$ cat src/rtl/mix_add_arbiter.sv
// Round-robin sequencer sharing one external mix adder between NUM_REQ requesters.
// Each granted operand pair goes through the adder once; the sum is returned with the requester id.
module mix_add_arbiter #(
   parameter int WIDTH   = 8,
   parameter int NUM_REQ = 4,
   localparam int ID_W   = $clog2(NUM_REQ)
) (
   input  logic                     clk,
   input  logic                     rst,
   input  logic [NUM_REQ-1:0]       req,
   input  logic [NUM_REQ*WIDTH-1:0] opa,
   input  logic [NUM_REQ*WIDTH-1:0] opb,
   output logic [NUM_REQ-1:0]       gnt,
   output logic [WIDTH-1:0]         mix_comb_in,
   output logic [WIDTH-1:0]         mix_comb_add,
   input  logic [WIDTH-1:0]         mix_comb_out,
   output logic                     rsp_valid,
   input  logic                     rsp_ready,
   output logic [ID_W-1:0]          rsp_id,
   output logic [WIDTH-1:0]         rsp_data,
   output logic                     busy,
   output logic [15:0]              op_cnt,
   output logic [1:0]               dbg_state,
   output logic [ID_W-1:0]          dbg_ptr
);

   typedef enum logic [1:0] {
      IDLE  = 2'd0,
      ISSUE = 2'd1,
      RESP  = 2'd2
   } state_t;

   state_t             state_q, state_d;
   logic [ID_W-1:0]    ptr_q, ptr_d;
   logic [NUM_REQ-1:0] gnt_q, gnt_d;
   logic [WIDTH-1:0]   in_q, in_d;
   logic [WIDTH-1:0]   add_q, add_d;
   logic               valid_q, valid_d;
   logic [ID_W-1:0]    id_q, id_d;
   logic [WIDTH-1:0]   data_q, data_d;
   logic [15:0]        cnt_q, cnt_d;

   logic               found;
   logic [ID_W-1:0]    win_id;
   logic [ID_W-1:0]    scan_idx;

   // First requester at or after ptr_q, wrapping modulo NUM_REQ.
   always_comb begin
      found    = 1'b0;
      win_id   = '0;
      scan_idx = '0;
      for (int i = 0; i < NUM_REQ; i++) begin
         scan_idx = ID_W'((int'(ptr_q) + i) % NUM_REQ);
         if (!found && req[scan_idx]) begin
            found  = 1'b1;
            win_id = scan_idx;
         end
      end
   end

   // Response channel: a transfer happens on a clock edge where rsp_valid and rsp_ready
   // are both high; while rsp_valid is high without rsp_ready, id and data stay frozen.
   always_comb begin
      state_d = state_q;
      ptr_d   = ptr_q;
      gnt_d   = '0;
      in_d    = in_q;
      add_d   = add_q;
      valid_d = valid_q;
      id_d    = id_q;
      data_d  = data_q;
      cnt_d   = cnt_q;
      case (state_q)
         IDLE: begin
            if (found) begin
               gnt_d[win_id] = 1'b1;
               in_d          = opa[win_id*WIDTH +: WIDTH];
               add_d         = opb[win_id*WIDTH +: WIDTH];
               id_d          = win_id;
               state_d       = ISSUE;
            end
         end
         ISSUE: begin
            data_d  = mix_comb_out;
            valid_d = 1'b1;
            state_d = RESP;
         end
         RESP: begin
            if (rsp_ready) begin
               valid_d = 1'b0;
               ptr_d   = (id_q == ID_W'(NUM_REQ - 1)) ? '0 : id_q + ID_W'(1);
               cnt_d   = cnt_q + 16'd1;
               state_d = IDLE;
            end
         end
         default: state_d = IDLE;
      endcase
   end

   always_ff @(posedge clk) begin
      if (!rst) begin
         state_q <= IDLE;
         ptr_q   <= '0;
         gnt_q   <= '0;
         in_q    <= '0;
         add_q   <= '0;
         valid_q <= 1'b0;
         id_q    <= '0;
         data_q  <= '0;
         cnt_q   <= '0;
      end else begin
         state_q <= state_d;
         ptr_q   <= ptr_d;
         gnt_q   <= gnt_d;
         in_q    <= in_d;
         add_q   <= add_d;
         valid_q <= valid_d;
         id_q    <= id_d;
         data_q  <= data_d;
         cnt_q   <= cnt_d;
      end
   end

   assign gnt          = gnt_q;
   assign mix_comb_in  = in_q;
   assign mix_comb_add = add_q;
   assign rsp_valid    = valid_q;
   assign rsp_id       = id_q;
   assign rsp_data     = data_q;
   assign busy         = (state_q != IDLE);
   assign op_cnt       = cnt_q;
   assign dbg_state    = state_q;
   assign dbg_ptr      = ptr_q;

endmodule

$ cat config.mk
export PLATFORM = sky130hd
export DESIGN_NAME = mix_add_arbiter
export DESIGN_NICKNAME = d
export VERILOG_FILES = /design/src/rtl/mix_add_arbiter.sv
export SDC_FILE = /design/constraint.sdc
export NUM_CORES = 1
export LEC_CHECK = 0
export CAP_MARGIN = 0
export CELL_PAD_IN_SITES_DETAIL_PLACEMENT = 0
export CELL_PAD_IN_SITES_GLOBAL_PLACEMENT = 1
export CORE_ASPECT_RATIO = 0.9
export CORE_MARGIN = 3
export CORE_UTILIZATION = 26
export DETAILED_ROUTE_END_ITERATION = 8
export PLACE_DENSITY = 0.83
export SLEW_MARGIN = 5
export SYNTH_ARGS = -nofsm -noshare
export SYNTH_HDL_FRONTEND = slang
export SYNTH_SLANG_ARGS = --single-unit
$ cat constraint.sdc
create_clock -name clk -period 1.9 [get_ports clk]
set_clock_uncertainty 0.2 [all_clocks]
set_input_delay 0.19 -clock clk [delete_from_list [all_inputs] [get_ports clk]]
set_output_delay 0.19 -clock clk [all_outputs]
set_load 0.005 [all_outputs]
==> results.cfg, run 1 <==
[clocking]
cts_buffer_depth = 2
hold_buffers = 0
cts_buffers = 5
clk_pin_slew_ns = 0.07
cts_htree_levels = 2
cts_tree = built
ctsRootBufferMaster = clkbuf_16
cts_setup_buffers = 0
clock_sinks = 51
clock_latency_ns = 0.28

[drt]
first_pass_iters = 4
wire_per_inst_microns = 15.1
wirelength_microns = 9490
drc = 0
drtIter0Drc = 195
drtAntennaViolNets = 0
vias = 3174
via_per_inst = 5.04

[setup_path]
critPathMaxStageDelay_ns = 0.40
worst-path-buf-inv = 1
critPathTopFamily = compound AO/OA/AOI/OAI gates
path_cells = o21bai_1, buf_4, and3_1, a211oi_1, a31oi_1
critPathRequiredTime_ns = 1.85
start_kind = flip-flop
crit_path_end_kind = flip-flop
worstPathArrival_ns = 1.74
crit_slowest_cell = dfxtp_2
worst-path-max-fanout = 15
crit_type = flip-flop to flip-flop

[global_routing]
grt_antenna_before_repair = 0
grt_max_degree = 30
grt_pass1_vias = 3138
grt_overflow = 0
grt_use_total = 0.151
grt_pass1_wl_microns = 15100

[worst_hold_path]
worstHoldPathType = input pin to flip-flop

[timing]
setup_viol = 0
fmax_mhz = 560
slew_viol_final = 0
relSlewSlack = 0.765
min_period_over_period = 0.940
worst_pin_slew_ns = 0.350
hold_viol_final = 0
hold_slack_ns = 0.117
rsz0062_at_grt = false
min_period_ns = 1.79

[floorplanning]
initial_core_util = 0.270
die_area_sq_um = 12000
fp.dieH_microns = 104
io_pins = 131
die_w_microns = 115
core-area_sq_um = 10400
row_count = 35

[synth]
syn_inst = 360
ys_seq_area_frac = 0.365
synth_enable_flop_cells = 0
synthArstFlopShare = 0
ys_seq_elements = 51
synth_cell_types = 46
synth_area_per_cell_sq_um = 7.77
ys_warn_count = 0
syn-num-nets = 441
ys.flop_type = dfxtp_1
syn-cell-area_sq_um = 2800

[cells_and_area]
drive_gt1_frac = 0.114
num_antenna_cells = 0
fill_cells = 1056
finalInstanceArea_sq_um = 4610
syn_to_final_growth_pct = 64.9
postLayoutCoreUtil = 0.445
finalNonFillerCells = 630
fin_nets = 582

[place]
dp_hpwl_microns = 7420
port_buffers = 130
placed_cells = 623
place_area_sq_um = 4410
gp_congestion = 0.781

[power]
power_density_nw_per_um2 = 645
ir_worst_vdd_mv = 0.456
fin_total_pwr_uw = 2980
p_leak_uw = 0.00174

[run]
max-cap-violations = 0

[outcome]
status = finished, final reports clean
metal layers:
layer / vias to the layer above / global-route usage / share of wire
met3: 10 / 0.0268 / 0.058
met2: 117 / 0.257 / 0.48
met1: 1448 / 0.200 / 0.45
met4: 0 / 0.0277 / 0.0095
li1: 1599 / - / -
met5: - / 0 / 0
cells in the mapped netlist, types with 2 or more instances:
| library cell | number | area [sq um] |
|---|---|---|
| o21bai_1 | 2 | 15.0 |
| ha_1 | 2 | 25.0 |
| a21oi_1 | 25 | 125 |
| xor2_1 | 6 | 52.6 |
| nand3_1 | 4 | 20.0 |
| buf_2 | 14 | 70.1 |
| and3_1 | 17 | 106 |
| dfxtp_1 | 51 | 1020 |
| or4_1 | 8 | 60.1 |
| o31ai_1 | 6 | 45.0 |
| o21a_1 | 3 | 22.5 |
| nand4_1 | 4 | 25.0 |
| a31oi_1 | 16 | 100 |
| nand2b_1 | 4 | 25.0 |
| and4_1 | 2 | 17.5 |
| a211oi_1 | 32 | 240 |
| clkbuf_1 | 16 | 60.1 |
| nor3_1 | 2 | 10.0 |
| o211ai_1 | 17 | 128 |
| inv_1 | 6 | 22.5 |
| nand2_1 | 62 | 233 |
| o21ai_0 | 20 | 100 |
| a21o_1 | 2 | 15.0 |
| and4b_1 | 2 | 20.0 |
| nor2_1 | 15 | 56.3 |
| nor2b_1 | 2 | 12.5 |
state kept, by name, indices dropped and copies added (netlist names):
name / count
op_cnt: 16
mix_comb_add: 8
mix_comb_in: 8
rsp_data: 8
gnt: 4
dbg_ptr: 2
dbg_state: 2
rsp_id: 2
rsp_valid: 1
power breakdown:
part / internal [uW] / total (uW) / switching, uW
clock: 615 / 1000 / 384
sequential: 1150 / 1190 / 44.0
combinational: 450 / 786 / 336
total: 2210 / 2980 / 764
cell families (layout without fill, tap and decap cells):
| family | Yosys count | count (layout) | share of synthesized area |
|---|---|---|---|
| adder cells (fa/ha/maj) | 2 | 2 | 0.00894 |
| buffers and inverters | 40 | 181 | 0.0644 |
| multiplexers | 1 | 1 | 0.00358 |
| XOR/XNOR | 7 | 7 | 0.0219 |
| AO/OA/AOI/OAI | 127 | 127 | 0.296 |
| AND/OR/NAND/NOR | 132 | 132 | 0.241 |
| flip-flops | 51 | 51 | 0.365 |
final cells by class:
class	instances	area (sq um)	share of cell area
Clock buffer	6	129	0.0279
Clock inverter	1	30.0	0.00651
Inverter	6	22.5	0.00488
Multi-Input combinational cell	269	1630	0.352
Sequential cell	51	1020	0.222
Tap cell	129	161	0.0350
Timing Repair Buffer	168	1620	0.352
placed cells by master, fill, tap and decap left out, types with 3 or more instances in the layout:
| master | netlist | final |
|---|---|---|
| clkdlybuf4s50_1 | 0 | 127 |
| a21oi_1 | 25 | 25 |
| or4_1 | 8 | 8 |
| xor2_1 | 6 | 6 |
| nor2_1 | 15 | 15 |
| clkbuf_16 | 0 | 5 |
| nand4_1 | 4 | 4 |
| a211oi_2 | 0 | 3 |
| inv_1 | 6 | 6 |
| buf_4 | 1 | 35 |
| nand3_1 | 4 | 4 |
| dfxtp_1 | 51 | 50 |
| o31ai_1 | 6 | 6 |
| o21a_1 | 3 | 3 |
| o21ai_0 | 20 | 20 |
| dlymetal6s2s_1 | 0 | 3 |
| nand2_1 | 62 | 62 |
| and3_1 | 17 | 17 |
| a31oi_1 | 16 | 16 |
| o211ai_1 | 17 | 17 |
| nand2b_1 | 4 | 4 |
| a211oi_1 | 32 | 29 |
metrics by stage:
step	worst slack (ns)	setup TNS, ns
final	0.114	0
after floorplan	0.130	0
after global routing	0.0154	0
after CTS	0.0294	0
after global placement	-0.258	-4.08
after detailed placement	-0.272	-5.06
worst paths after layout:
path                from        endpoint  cells past startpoint  slack, ns
min reg2reg  rsp_data[0]     rsp_data[0]                      2       0.26
max           dbg_ptr[1]  mix_comb_in[6]                      5       0.11
min            rsp_ready    dbg_state[1]                      3       0.12
max reg2reg   dbg_ptr[1]  mix_comb_in[6]                      5       0.11
what timing repair did:
item / 4_1_cts / 5_1_grt
pin swaps: 0 / 1
endpoints found under the setup margin: 1 / 14
gates resized for setup: 1 / 10
tightest hold or removal path: cells and delay by family:
family	cells	cell delay, ns
simple gates	1	0.14
buf+inv	1	0.15
compound gates	1	0.06
No activity file was read; power rests on OpenSTA's default activity.
==> run 2, diff against run 1 <==
Settings changed: CTS_CLUSTER_SIZE set to 28, SLEW_MARGIN 5 to 15.
==> results of run 2 <==
No change in the layout: final DEF, timing and power equal those of run 1.
